[src/rtl/sram_like_arbiter_if.sv]
// Generic sram-like port: request/address phase plus data phase handshake.
// One instance per master and one for the shared downstream port.
interface sram_like_if;
  logic        req;
  logic        wr;
  logic [1:0]  size;
  logic [31:0] addr;
  logic [31:0] wdata;
  logic [31:0] rdata;
  logic        addrok;
  logic        dataok;

  modport master (
    output req, wr, size, addr, wdata,
    input  rdata, addrok, dataok
  );

  modport slave (
    input  req, wr, size, addr, wdata,
    output rdata, addrok, dataok
  );
endinterface

[src/rtl/sram_like_arbiter.sv]
// Shares one downstream sram-like port between inst-fetch and data masters.
// One transaction in flight; data has priority, bounded by an anti-starvation count.
//
// state | meaning
// IDLE  | no transaction; grant evaluated each cycle
// ADDR  | mem_req high, waiting for mem_addrok
// DATA  | address accepted, waiting for mem_dataok
module sram_like_arbiter #(
  parameter int unsigned STARVE_LIMIT = 4
) (
  input  logic        clk,
  input  logic        resetn,
  sram_like_if.slave  inst_if,
  sram_like_if.slave  data_if,
  sram_like_if.master mem_if,
  output logic        busy_o,
  output logic        owner_o
);

  typedef enum logic [1:0] {IDLE, ADDR, DATA} state_e;

  localparam logic [3:0] LIMIT = 4'(STARVE_LIMIT);

  state_e      state_q, state_d;
  logic        owner_q, owner_d;
  logic [3:0]  starve_cnt_q, starve_cnt_d;
  logic        mem_wr_q, mem_wr_d;
  logic [1:0]  mem_size_q, mem_size_d;
  logic [31:0] mem_addr_q, mem_addr_d;
  logic [31:0] mem_wdata_q, mem_wdata_d;

  always_ff @(posedge clk or negedge resetn) begin
    if (!resetn) begin
      state_q      <= IDLE;
      owner_q      <= 1'b0;
      starve_cnt_q <= '0;
      mem_wr_q     <= 1'b0;
      mem_size_q   <= '0;
      mem_addr_q   <= '0;
      mem_wdata_q  <= '0;
    end else begin
      state_q      <= state_d;
      owner_q      <= owner_d;
      starve_cnt_q <= starve_cnt_d;
      mem_wr_q     <= mem_wr_d;
      mem_size_q   <= mem_size_d;
      mem_addr_q   <= mem_addr_d;
      mem_wdata_q  <= mem_wdata_d;
    end
  end

  always_comb begin
    state_d      = state_q;
    owner_d      = owner_q;
    starve_cnt_d = starve_cnt_q;
    mem_wr_d     = mem_wr_q;
    mem_size_d   = mem_size_q;
    mem_addr_d   = mem_addr_q;
    mem_wdata_d  = mem_wdata_q;
    unique case (state_q)
      IDLE: begin
        if (inst_if.req && (!data_if.req || starve_cnt_q == LIMIT)) begin
          state_d      = ADDR;
          owner_d      = 1'b0;
          starve_cnt_d = '0;
          mem_wr_d     = inst_if.wr;
          mem_size_d   = inst_if.size;
          mem_addr_d   = inst_if.addr;
          mem_wdata_d  = inst_if.wdata;
        end else if (data_if.req) begin
          state_d     = ADDR;
          owner_d     = 1'b1;
          mem_wr_d    = data_if.wr;
          mem_size_d  = data_if.size;
          mem_addr_d  = data_if.addr;
          mem_wdata_d = data_if.wdata;
          // Only count data wins that actually made inst wait.
          if (!inst_if.req)
            starve_cnt_d = '0;
          else if (starve_cnt_q != LIMIT)
            starve_cnt_d = starve_cnt_q + 4'd1;
        end
      end
      ADDR: if (mem_if.addrok) state_d = DATA;
      DATA: if (mem_if.dataok) state_d = IDLE;
      default: state_d = IDLE;
    endcase
  end

  always_comb begin
    mem_if.req     = (state_q == ADDR);
    mem_if.wr      = mem_wr_q;
    mem_if.size    = mem_size_q;
    mem_if.addr    = mem_addr_q;
    mem_if.wdata   = mem_wdata_q;
    inst_if.addrok = (state_q == ADDR) && mem_if.addrok && !owner_q;
    data_if.addrok = (state_q == ADDR) && mem_if.addrok &&  owner_q;
    inst_if.dataok = (state_q == DATA) && mem_if.dataok && !owner_q;
    data_if.dataok = (state_q == DATA) && mem_if.dataok &&  owner_q;
    inst_if.rdata  = mem_if.rdata;
    data_if.rdata  = mem_if.rdata;
    busy_o         = (state_q != IDLE);
    owner_o        = owner_q;
  end

endmodule

[src/flat_wrapper.sv]
// flat-port wrapper written by rule: the top's interface ports become plain ports
module sram_like_arbiter_flat 
#(
  parameter int unsigned STARVE_LIMIT = 4
)
  (clk, resetn, busy_o, owner_o, inst_if_req, inst_if_wr, inst_if_size, inst_if_addr, inst_if_wdata, inst_if_rdata, inst_if_addrok, inst_if_dataok, data_if_req, data_if_wr, data_if_size, data_if_addr, data_if_wdata, data_if_rdata, data_if_addrok, data_if_dataok, mem_if_req, mem_if_wr, mem_if_size, mem_if_addr, mem_if_wdata, mem_if_rdata, mem_if_addrok, mem_if_dataok);
  sram_like_if inst_if_i ();
  sram_like_if data_if_i ();
  sram_like_if mem_if_i ();
  input  logic clk;
  input  logic resetn;
  output logic busy_o;
  output logic owner_o;
  input wire logic [$bits(inst_if_i.req)-1:0] inst_if_req;
  input wire logic [$bits(inst_if_i.wr)-1:0] inst_if_wr;
  input wire logic [$bits(inst_if_i.size)-1:0] inst_if_size;
  input wire logic [$bits(inst_if_i.addr)-1:0] inst_if_addr;
  input wire logic [$bits(inst_if_i.wdata)-1:0] inst_if_wdata;
  output wire logic [$bits(inst_if_i.rdata)-1:0] inst_if_rdata;
  output wire logic [$bits(inst_if_i.addrok)-1:0] inst_if_addrok;
  output wire logic [$bits(inst_if_i.dataok)-1:0] inst_if_dataok;
  input wire logic [$bits(data_if_i.req)-1:0] data_if_req;
  input wire logic [$bits(data_if_i.wr)-1:0] data_if_wr;
  input wire logic [$bits(data_if_i.size)-1:0] data_if_size;
  input wire logic [$bits(data_if_i.addr)-1:0] data_if_addr;
  input wire logic [$bits(data_if_i.wdata)-1:0] data_if_wdata;
  output wire logic [$bits(data_if_i.rdata)-1:0] data_if_rdata;
  output wire logic [$bits(data_if_i.addrok)-1:0] data_if_addrok;
  output wire logic [$bits(data_if_i.dataok)-1:0] data_if_dataok;
  output wire logic [$bits(mem_if_i.req)-1:0] mem_if_req;
  output wire logic [$bits(mem_if_i.wr)-1:0] mem_if_wr;
  output wire logic [$bits(mem_if_i.size)-1:0] mem_if_size;
  output wire logic [$bits(mem_if_i.addr)-1:0] mem_if_addr;
  output wire logic [$bits(mem_if_i.wdata)-1:0] mem_if_wdata;
  input wire logic [$bits(mem_if_i.rdata)-1:0] mem_if_rdata;
  input wire logic [$bits(mem_if_i.addrok)-1:0] mem_if_addrok;
  input wire logic [$bits(mem_if_i.dataok)-1:0] mem_if_dataok;
  assign inst_if_i.req = inst_if_req;
  assign inst_if_i.wr = inst_if_wr;
  assign inst_if_i.size = inst_if_size;
  assign inst_if_i.addr = inst_if_addr;
  assign inst_if_i.wdata = inst_if_wdata;
  assign inst_if_rdata = inst_if_i.rdata;
  assign inst_if_addrok = inst_if_i.addrok;
  assign inst_if_dataok = inst_if_i.dataok;
  assign data_if_i.req = data_if_req;
  assign data_if_i.wr = data_if_wr;
  assign data_if_i.size = data_if_size;
  assign data_if_i.addr = data_if_addr;
  assign data_if_i.wdata = data_if_wdata;
  assign data_if_rdata = data_if_i.rdata;
  assign data_if_addrok = data_if_i.addrok;
  assign data_if_dataok = data_if_i.dataok;
  assign mem_if_req = mem_if_i.req;
  assign mem_if_wr = mem_if_i.wr;
  assign mem_if_size = mem_if_i.size;
  assign mem_if_addr = mem_if_i.addr;
  assign mem_if_wdata = mem_if_i.wdata;
  assign mem_if_i.rdata = mem_if_rdata;
  assign mem_if_i.addrok = mem_if_addrok;
  assign mem_if_i.dataok = mem_if_dataok;
  sram_like_arbiter #(.STARVE_LIMIT(STARVE_LIMIT)) u_core (.clk(clk), .resetn(resetn), .inst_if(inst_if_i), .data_if(data_if_i), .mem_if(mem_if_i), .busy_o(busy_o), .owner_o(owner_o));
endmodule
[config.mk]
export PLATFORM = sky130hd
export DESIGN_NAME = sram_like_arbiter_flat
export DESIGN_NICKNAME = d
export VERILOG_FILES = /design/src/rtl/sram_like_arbiter_if.sv /design/src/rtl/sram_like_arbiter.sv /design/src/flat_wrapper.sv
export SDC_FILE = /design/constraint.sdc
export NUM_CORES = 1
export LEC_CHECK = 0
export CORE_AREA = 2 2 119 121
export CTS_CLUSTER_SIZE = 40
export DETAILED_ROUTE_END_ITERATION = 7
export DIE_AREA = 0 0 121 123
export MAX_ROUTING_LAYER = met4
export PLACE_DENSITY_LB_ADDON = 0.08
export SLEW_MARGIN = 20
export SYNTH_ARGS = -nofsm -noshare
export SYNTH_HDL_FRONTEND = slang
export SYNTH_SLANG_ARGS = --single-unit
[constraint.sdc]
create_clock -name clk -period 2 [get_ports clk]
set_input_delay 0.2 -clock clk [delete_from_list [all_inputs] [get_ports clk]]
set_output_delay 0.2 -clock clk [all_outputs]
set_load 0.05 [all_outputs]
### Yosys cells after proc, flatten, opt, wreduce, memory -nomap -nowiden

Cells that the tools add are included.

| word-level totals | value |
|---|---|
| bits in registers | 74 |
| bits of input ports | 172 |
| output and inout port bits | 138 |
| word-level logic and storage cells | 51 |

| operators by class | value |
|---|---|
| add/subtract/negate cells | 1 |
| eq/ne operators | 8 |
| multiplexer cells | 19 |
| reductions and logical operators | 16 |

Operators with widths:

| cell | number |
|---|---|
| 32-bit two-way mux | 4 |
| 4-bit two-way mux | 4 |
| 2-bit two-way mux | 6 |
| 1-bit logical AND | 7 |
| 2-bit case mux with 3 select lines | 1 |
| 3-bit AND reduction | 2 |
| 4-bit by 1-bit adder with 4-bit output (second input constant) | 1 |
| 4-bit by 3-bit == test with 1-bit output (second input constant) | 1 |
| 1-bit two-way mux | 4 |
| 4-bit by 3-bit != test with 1-bit output (second input constant) | 1 |
| 2-bit nonzero test | 2 |
| 3-bit by 1-bit != test with 1-bit output (second input constant) | 1 |
| 3-bit by 2-bit != test with 1-bit output (second input constant) | 1 |
| 2-bit by 1-bit == test with 1-bit output (second input constant) | 1 |
| 2-bit == test (second input constant) | 1 |
| 1-bit zero test | 2 |
| 2-bit zero test | 1 |
| 2-bit by 1-bit != test with 1-bit output (second input constant) | 1 |
| 2-bit != test (second input constant) | 1 |
| 2-bit AND reduction | 1 |
| 1-bit logical OR | 1 |

### Logic depth before layout (Yosys ltp)

Gate-level depths: netlist of run 1.

| depth | value |
|---|---|
| depth after elaboration | 5 |
| depth in mapped cells | 8 |
| mapped depth without buffers | 6 |

### Worst setup path after synthesis of run 1

Ideal clock, no wire load.

| path | value |
|---|---|
| path type | reg-to-output |
| from | reg u_core.state_q[0] |
| to | out inst_if_addrok |
| data arrival time | 2.009 ns |
| path slack | -0.209 ns |
| cell stages (with the launch flop) | 4 |
| path buffers | 0 |
| cells stage by stage | dfrtp_1 nor2b_1 nand2_1 nor2_1 |

| on the way | value |
|---|---|
| word-level cells in the longest chain between the ends | 3 |

Ends and longest elaborated chain:

| element | line | text |
|---|---|---|
| start: declaration | sram_like_arbiter.sv:24 | `state_e state_q, state_d;` |
| start signal: assignment | sram_like_arbiter.sv:42 | `state_q <= state_d;` |
| 2-bit by 1-bit == test with 1-bit output | n/a |  |
| net mem_if_req | flat_wrapper.sv:30 | `output wire logic [$bits(mem_if_i.req)-1:0] mem_if_req;` |
| 1-bit logical AND (2 in a row) | sram_like_arbiter.sv:96 | `inst_if.addrok = (state_q == ADDR) && mem_if.addrok && !owner_q;` |
| end: declaration | flat_wrapper.sv:20 | `output wire logic [$bits(inst_if_i.addrok)-1:0] inst_if_addrok;` |

The timed path passes the listed nets, and every way through them passes these cells.

### Worst setup path in the final report of run 1

| path | value |
|---|---|
| from | reg u_core.state_q[0] |
| to | out busy_o |

| on the way | value |
|---|---|
| word-level cells in the longest chain between the ends | 1 |

Ends and longest elaborated chain:

| element | line | text |
|---|---|---|
| 2-bit nonzero test | sram_like_arbiter.sv:102 | `busy_o = (state_q != IDLE);` |
| end: declaration | flat_wrapper.sv:12 | `output logic busy_o;` |

Every way passes these cells.

==> flow_metrics.env, run 1 <==
export IMPL_outcome="complete, no violations"
export IMPL_wl_per_cell_um=16.1
export IMPL_synth_top_cells_by_area="dfrtp_1, a21oi_1, buf_4, a21oi_2, nand2_1"
export IMPL_finalClockSkew_ns=0.00818
export IMPL_ys_ff_latch=74
export IMPL_critPathLaunchType="register"
export IMPL_finalHoldViolCount=0
export IMPL_finalCritPeriodShare=0.953
export IMPL_cts_root_buf="clkbuf_16"
export IMPL_p_comb_frac=0.621
export IMPL_antenna_found_initial=0
export IMPL_cts_tree="yes"
export IMPL_area_growth_syn_to_layout_pct=54.3
export IMPL_ios=310
export IMPL_rrSetupSlack_ns=0.14
export IMPL_rows=43
export IMPL_seq_area_frac_synth=0.456
export IMPL_grt_start_max_net_pins=45
export IMPL_syn_inst=475
export IMPL_cts_num_sinks=74
export IMPL_fmax_mhz=524
export IMPL_synth_avg_cell_area_sq_um=8.54
export IMPL_max_slew_margin=0.632
export IMPL_cap_violations=0
export IMPL_synth_distinct_cells=28
export IMPL_setup_viol_count_final=0
export IMPL_holdWs_ns=0.373
export IMPL_p_total_mw=11.1
export IMPL_grt_pass1_wl_mm=19.7
export IMPL_final_layout_size_suffix_gt1_frac=0.124
export IMPL_antenna_cells=0
export IMPL_firstDrtPassIters=4
export IMPL_switchingPower_mw=5.54
export IMPL_route_detailed_drc=0
export IMPL_drv_slew=0
export IMPL_yosysWarnings=0
export IMPL_initial_core_util=0.298
export IMPL_htreeDepth=3
export IMPL_tightest_slew_ns=0.550
export IMPL_fin_crit_ns=1.91
export IMPL_drtIter0Drc=159
export IMPL_seqPwrFrac=0.243
export IMPL_cellPowerDensity_nw_per_um2=1770
export IMPL_p_leak_nw=2.57
export IMPL_post_dp_hpwl_mm=9.09
export IMPL_final_setup_tns_ns=0
export IMPL_finalWirelength_mm=13.0
export IMPL_vias=3714
export IMPL_vdd_ir_drop_worst_mv=0.843
export IMPL_hp_class="input port to async pin"
export IMPL_swShare=0.501
export IMPL_die_x_um=121
export IMPL_port_buffers=213
export IMPL_synth_nets=649
export IMPL_overflow=0
export IMPL_dieHeight_um=123
export IMPL_clkTransAtPathRegs_ns=0.06
export IMPL_die_area_sq_um=14900
export IMPL_cts_buffer_depth=2
export IMPL_worst_endpoint_arrival_ns=1.71
export IMPL_clk_insertion_delay_late_ns=0.34
export IMPL_final_antenna_net_count=0
export IMPL_worstPathRequired_ns=1.80
export IMPL_gr_usage_all_layers=0.177
export IMPL_n_fill_cell=1350
export IMPL_rsz0062_at_grt="false"
export IMPL_internal_power_mw=5.52
export IMPL_synth_top_area_cell="dfrtp_1"
export IMPL_worst_setup_path_end_kind="output pin"
export IMPL_final_nets=792
export IMPL_path_class="register to output pin"
export IMPL_clockPowerShare=0.136
export IMPL_yosysTopAreaCellShare=0.456
export IMPL_core_area_sq_um=13600
export IMPL_cp_max_fo=5
export IMPL_globalplace_congestion=0.765
export IMPL_cts_made_buffers=9
export IMPL_avgViaCountPerCell=4.63
export IMPL_grt_pass1_vias=3840
export IMPL_synthesis_area_sq_um=4060
[worst paths after layout]
kind | startpoint | end | cells past startpoint
worst max register to register | u_core.starve_cnt_q[1] | u_core.mem_if.wdata[15] | 7
worst min register to register | u_core.mem_if.addr[14] | u_core.mem_if.addr[14] | 2
max in group asynchronous | resetn | u_core.owner_o | 3
worst min-delay path | resetn | u_core.mem_if.addr[18] | 2
min in group clk | data_if_wdata[24] | u_core.mem_if.wdata[24] | 3
worst max-delay path | u_core.state_q[0] | busy_o | 3
[layer usage]
layer / wire (um) / vias to the layer above / GRT usage
met5: 0 / - / -
li1: - / 1786 / -
met3: 844 / 55 / 0.0318
met4: 582 / 0 / 0.112
met2: 6730 / 134 / 0.304
met1: 4800 / 1739 / 0.188
[stage by stage]
step                      area, sq um  std cells   util  worst slack (ns)
final                            6260        803  0.460            0.0932
after global routing             6260        803  0.460           0.00802
after CTS                        6250        802  0.459            0.0673
after detailed placement         5970        785  0.439            0.0976
after global placement           5970        785  0.439             0.143
after floorplan                  4070        475      -            0.0595
[timing repair]
action                                  in CTS  in global routing
cloned                                       0                  1
setup buffers                                0                  0
endpoints found under the setup margin       1                 44
pin swaps                                    0                  1
resized for setup                            1                  0
hold buffers                                 1                  0
hold endpoints to repair                    35                  0
[kinds of logic after synthesis]
family | Yosys count | share of synthesized area
flops | 74 | 0.456
fa+ha+maj | 2 | 0.00617
buf+inv | 100 | 0.167
simple gates | 152 | 0.147
mux | 1 | 0.00247
compound gates | 146 | 0.220
[state kept, by name, indices dropped and copies added, names as in the netlist]
signal and count:
u_core.mem_if.wr 1, u_core.state_q 2, u_core.starve_cnt_q 4, u_core.mem_if.addr 32
u_core.mem_if.wdata 32, u_core.owner_o 1, u_core.mem_if.size 2
[power by group through the flow]
stage | Sequential [mW] | Clock, mW | Combinational, mW
after global placement | 2.68 | 0 | 6.90
after global routing | 2.79 | 1.62 | 7.31
after detailed placement | 2.71 | 0 | 6.94
after floorplan | 5.08 | 0 | 2.42
after CTS | 2.70 | 1.57 | 6.94
final | 2.69 | 1.50 | 6.87
[synthesized netlist by cell type (all sizes together)]
cell type / count
nand3: 2
nor3b: 1
mux2i: 1
nand2: 73
nor2: 69
a32o: 2
ha: 2
nor2b: 1
dfrtp: 74
and3: 1
nand2b: 1
buf: 94
a21oi: 134
clkbuf: 1
nor3: 1
nand4b: 1
inv: 5
and3b: 1
o21ai: 8
nand4: 1
o21a: 2
[worst max-delay path: stages, from the launching register on]
cell             delay (ns)
dfrtp_1                0.41
nor2_1                 0.09
inv_1                  0.07
clkdlybuf4s50_1        0.80
[cells in the final DEF, fill, tap and decap left out]
master and n:
and3b_1 1, clkinvlp_4 2, dlygate4sd3_1 1, and3_1 1, nand3_1 2, nor2_1 69
clkbuf_16 9, o21ai_0 5, o21ai_1 1, inv_1 5, a21oi_2 38, nand2b_1 1
clkbuf_1 1, o21a_2 2, clkbuf_8 1, o21ai_4 2, nand2_1 73, clkdlybuf4s50_1 207
o21ai_2 1, a32o_1 2, nor3b_2 1, mux2i_1 1, dlygate4sd2_1 1, ha_1 2
dfrtp_1 74, nor3_1 1, a21oi_1 96, nand4_1 1, nor2b_2 1, clkinv_2 3
buf_12 9, nand4b_1 1, buf_4 8
[final cells by class]
| type | count | area [sq um] | share of cell area |
|---|---|---|---|
| Multi-Input combinational cell | 302 | 1560 | 0.250 |
| Timing Repair Buffer | 226 | 2330 | 0.372 |
| Sequential cell | 74 | 1850 | 0.296 |
| Inverter | 5 | 18.8 | 0.00300 |
| Tap cell | 180 | 225 | 0.0360 |
| Clock buffer | 11 | 243 | 0.0388 |
| Clock inverter | 5 | 30.0 | 0.00480 |
No activity file was read; power rests on OpenSTA's default activity.
==> run 2: changes to the inputs <==
--- a/config.mk
+++ b/config.mk
@@ -11,6 +11,7 @@
 export DIE_AREA = 0 0 121 123
 export MAX_ROUTING_LAYER = met4
 export PLACE_DENSITY_LB_ADDON = 0.08
+export REMOVE_ABC_BUFFERS = 1
 export SLEW_MARGIN = 20
 export SYNTH_ARGS = -nofsm -noshare
 export SYNTH_HDL_FRONTEND = slang
==> flow_metrics.env, run 2 (same netlist as run 1, synthesis figures left out) <==
export IMPL_final_nets=791
export IMPL_rows=43
export IMPL_final_layout_size_suffix_gt1_frac=0.119
export IMPL_critPathLaunchType="register"
export IMPL_dieHeight_um=123
export IMPL_globalplace_congestion=0.761
export IMPL_switchingPower_mw=5.53
export IMPL_ios=310
export IMPL_setup_viol_count_final=0
export IMPL_n_fill_cell=1344
export IMPL_cts_made_buffers=9
export IMPL_antenna_found_initial=0
export IMPL_avgViaCountPerCell=4.70
export IMPL_finalWirelength_mm=14.8
export IMPL_post_cts_setup_buffers=0
export IMPL_fin_area_sq_um=6220
export IMPL_cp_max_fo=5
export IMPL_fmax_mhz=538
export IMPL_clkTransAtPathRegs_ns=0.06
export IMPL_antenna_cells=0
export IMPL_place_ws_ns=0.182
export IMPL_layout_commonest_cell="clkdlybuf4s50_1"
export IMPL_vdd_ir_drop_worst_mv=0.708
export IMPL_firstDrtPassIters=4
export IMPL_core_area_sq_um=13600
export IMPL_initial_core_util=0.298
export IMPL_rsz0062_at_grt="false"
export IMPL_port_buffers=213
export IMPL_swShare=0.501
export IMPL_area_growth_syn_to_layout_pct=53.3
export IMPL_clockPowerShare=0.137
export IMPL_finalHoldViolCount=0
export IMPL_post_dp_hpwl_mm=10.8
export IMPL_seqCellArea_sq_um=1850
export IMPL_multi_input_area_sq_um=1550
export IMPL_grt_pass1_wl_mm=21.6
export IMPL_gr_usage_all_layers=0.201
export IMPL_cts_buffer_depth=2
export IMPL_cts_num_sinks=74
export IMPL_worstPathRequired_ns=1.80
export IMPL_grt_pass1_vias=3752
export IMPL_worst_setup_path_end_kind="output pin"
export IMPL_worst_endpoint_arrival_ns=1.66
export IMPL_die_area_sq_um=14900
export IMPL_overflow=0
export IMPL_outcome="complete, no violations"
export IMPL_final_antenna_net_count=0
export IMPL_final_cell_mix="clkdlybuf4s50_1, a21oi_1, dfrtp_1"
export IMPL_p_total_mw=11.0
export IMPL_dpl_cell_area_sq_um=5940
export IMPL_path_class="register to output pin"
export IMPL_tightest_slew_ns=0.573
export IMPL_cts_root_buf="clkbuf_16"
export IMPL_hp_class="input port to async pin"
export IMPL_cellPowerDensity_nw_per_um2=1770
export IMPL_vias=3767
export IMPL_grt_start_max_net_pins=58
export IMPL_p_comb_frac=0.619
export IMPL_worst_slack_ns=0.140
export IMPL_cts_tree="yes"
export IMPL_max_slew_margin=0.616
export IMPL_internal_power_mw=5.50
export IMPL_die_x_um=121
export IMPL_finalCritPeriodShare=0.930
export IMPL_route_detailed_drc=0
export IMPL_drtIter0Drc=180
export IMPL_p_leak_nw=2.56
export IMPL_drv_slew=0
export IMPL_clk_insertion_delay_late_ns=0.34
export IMPL_fin_crit_ns=1.86
export IMPL_cap_violations=0
export IMPL_seqPwrFrac=0.244
export IMPL_wl_per_cell_um=18.5
export IMPL_htreeDepth=3
export IMPL_holdWs_ns=0.358
export IMPL_finalClockSkew_ns=0.00708
[run 2: cell count changes in the layout (fill, tap and decap cells not counted), sizes merged]
cell,previous run,this run
clkinvlp,2,0
buf,17,18
clkbuf,11,12
dlygate4sd2,1,0
o21ai,9,8
[run 2: through the flow]
stage | TNS, ns | instances | util
floorplan | -106.12 | 380 | -
global placement | 0 | 785 | 0.436
detailed placement | 0 | 785 | 0.436
CTS | 0 | 801 | 0.457
global route | 0 | 801 | 0.457
finish | 0 | 801 | 0.457
[run 2: layout make-up]
| cell class | instances | share of cell area |
|---|---|---|
| clock inverter | 3 | 0.00241 |
| sequential | 74 | 0.298 |
| inverter | 5 | 0.00302 |
| multi-input combinational | 301 | 0.249 |
| timing repair buffer | 226 | 0.371 |
| tap | 180 | 0.0362 |
| clock buffer | 12 | 0.0412 |
[run 2: worst max-delay path, cell delays in order, from the launching register on]
cell             delay [ns]
dfrtp_1                0.41
nor2_1                 0.17
inv_1                  0.05
clkdlybuf4s50_1        0.69
[run 2: layer usage]
layer	GRT usage	vias up	wire (um)
met5	-	-	0
met4	0.0647	0	174
met3	0.151	10	2540
met2	0.252	234	5820
met1	0.244	1739	6260
li1	-	1784	-
[run 2: path summary, 6_finish.rpt]
path,slack (ns),to,start,depth (start not counted)
max,0.14,busy_o,u_core.state_q[0],3
max in group asynchronous,1.01,u_core.mem_if.addr[16],resetn,3
max reg2reg,0.27,u_core.mem_if.wdata[30],u_core.starve_cnt_q[0],7
min,0.36,u_core.mem_if.wdata[21],resetn,2
min reg2reg,0.51,u_core.mem_if.addr[5],u_core.mem_if.addr[5],2
min in group clk,0.40,u_core.mem_if.wdata[24],data_if_wdata[24],3
[run 2: what timing repair did]
item,CTS,global route
hold buffers,1,0
resized for setup,0,0
endpoints found under the hold margin,34,0
[run 2: power by group through the flow]
stage | logic, mW | registers [mW] | clock network, mW
final | 6.83 | 2.69 | 1.51
after global routing | 7.26 | 2.79 | 1.63
after CTS | 6.90 | 2.70 | 1.57
after detailed placement | 6.88 | 2.70 | 0
after global placement | 6.85 | 2.68 | 0
after floorplan | 2.00 | 5.07 | 0
==> run 3: changes to the inputs <==
==> constraint.sdc (replaced) <==
create_clock -name clk -period 2.04 [get_ports clk]
set_input_delay 0.204 -clock clk [delete_from_list [all_inputs] [get_ports clk]]
set_output_delay 0.204 -clock clk [all_outputs]
set_load 0.05 [all_outputs]
==> flow_metrics.env, run 3 (same netlist as run 1, synthesis figures left out) <==
export IMPL_wl_per_cell_um=18.6
export IMPL_cts_buffer_depth=2
export IMPL_vdd_ir_drop_worst_mv=0.669
export IMPL_gr_usage_all_layers=0.205
export IMPL_ios=310
export IMPL_top_usage_layer="met2"
export IMPL_firstDrtPassIters=4
export IMPL_dpl_cell_area_sq_um=5940
export IMPL_cp_max_fo=5
export IMPL_gr_usage_met1=0.248
export IMPL_cap_violations=0
export IMPL_grt_start_max_net_pins=58
export IMPL_worst_slack_ns=0.170
export IMPL_finalClockSkew_ns=0.00520
export IMPL_die_area_sq_um=14900
export IMPL_overflow=0
export IMPL_drv_slew=0
export IMPL_route_detailed_drc=0
export IMPL_initial_core_util=0.298
export IMPL_cts_made_buffers=9
export IMPL_finalCritPeriodShare=0.917
export IMPL_die_x_um=121
export IMPL_worst_endpoint_arrival_ns=1.67
export IMPL_path_cells="nor2_1, inv_1, clkdlybuf4s50_1"
export IMPL_critPathLaunchType="register"
export IMPL_clkTransAtPathRegs_ns=0.06
export IMPL_post_cts_setup_buffers=0
export IMPL_dieHeight_um=123
export IMPL_clk_insertion_delay_late_ns=0.33
export IMPL_antenna_cells=0
export IMPL_port_buffers=213
export IMPL_worst_setup_path_end_kind="output pin"
export IMPL_cts_root_buf="clkbuf_16"
export IMPL_critPathMaxStageDelay_ns=0.69
export IMPL_r2r_cells=7
export IMPL_dp_cells=787
export IMPL_antenna_found_initial=0
export IMPL_fin_area_sq_um=6200
export IMPL_globalRouteMet3Util=0.158
export IMPL_max_slew_margin=0.630
export IMPL_rows=43
export IMPL_finalWirelength_mm=14.9
export IMPL_rr_startpoint="u_core.starve_cnt_q[0]"
export IMPL_layout_commonest_cell="clkdlybuf4s50_1"
export IMPL_stdcell_count=802
export IMPL_fmax_mhz=535
export IMPL_drtIter0Drc=124
export IMPL_rsz0062_at_grt="false"
export IMPL_crit_buf_inv=2
export IMPL_cellPowerDensity_nw_per_um2=1730
export IMPL_hp_class="input port to async pin"
export IMPL_post_dp_hpwl_mm=10.9
export IMPL_grt_pass1_vias=3887
export IMPL_finalHoldViolCount=0
export IMPL_tightest_slew_ns=0.553
export IMPL_utilization=0.456
export IMPL_holdWs_ns=0.322
export IMPL_final_nets=793
export IMPL_area_growth_syn_to_layout_pct=52.9
export IMPL_core_area_sq_um=13600
export IMPL_grt_pass1_wl_mm=22.0
export IMPL_worstPathRequired_ns=1.84
export IMPL_place_ws_ns=0.210
export IMPL_fin_crit_ns=1.87
export IMPL_cts_num_sinks=74
export IMPL_setup_viol_count_final=0
export IMPL_crit_slowest_cell="clkdlybuf4s50_1"
export IMPL_crit_family="buffers and inverters"
export IMPL_avgViaCountPerCell=4.73
export IMPL_cts_tree="yes"
export IMPL_rr_endpoint="u_core.mem_if.wdata[31]"
export IMPL_htreeDepth=3
export IMPL_p_leak_nw=2.55
export IMPL_outcome="complete, no violations"
export IMPL_final_cell_mix="clkdlybuf4s50_1, a21oi_1, dfrtp_1"
export IMPL_globalplace_congestion=0.763
export IMPL_final_setup_tns_ns=0
export IMPL_final_layout_size_suffix_gt1_frac=0.114
export IMPL_final_antenna_net_count=0
export IMPL_path_class="register to output pin"
export IMPL_p_total_mw=10.8
export IMPL_rrSetupSlack_ns=0.32
export IMPL_grt_util_met2=0.263
export IMPL_vias=3797
## run 3: changes by cell type in the layout (fill, tap and decap cells not counted)
cell           before  now
buf_4              11   13
buf_12              7    6
dlygate4sd2_1       0    1
clkbuf_1            1    4
clkbuf_8            2    1
clkinv_2            3    0
## run 3: area by class of cell
type	instances	area, sq um
tap	180	225
clock buffer	14	254
inverter	5	18.8
timing repair buffer	228	2310
fill	1321	7410
sequential	74	1850
multi-input combinational	301	1550
## run 3: how the worst max path moves through the flow
stage / startpoint / end / depth (start not counted)
finish: u_core.state_q[0] / busy_o / 3
global route: u_core.state_q[0] / busy_o / 3
CTS: u_core.state_q[0] / busy_o / 3
detailed placement: inst_if_req / u_core.mem_if.wdata[31] / 5
global placement: inst_if_req / u_core.mem_if.wdata[12] / 5
floorplan: data_if_req / u_core.starve_cnt_q[3] / 3
## run 3: repair_timing
action	in CTS	in global routing
gates resized for setup	1	0
setup endpoints to repair	1	0
hold buffers	1	0
endpoints found under the hold margin	23	0
## run 3: where the power goes
| part | internal [mW] | switching (mW) |
|---|---|---|
| logic | 2.30 | 4.38 |
| clock network | 0.845 | 0.582 |
| registers | 2.21 | 0.430 |
## run 3: per-layer routing
metal / vias to the layer above / share of wire
li1: 1787 / -
met1: 1755 / 0.42
met2: 247 / 0.40
met3: 8 / 0.17
met4: 0 / 0.0063
met5: - / 0
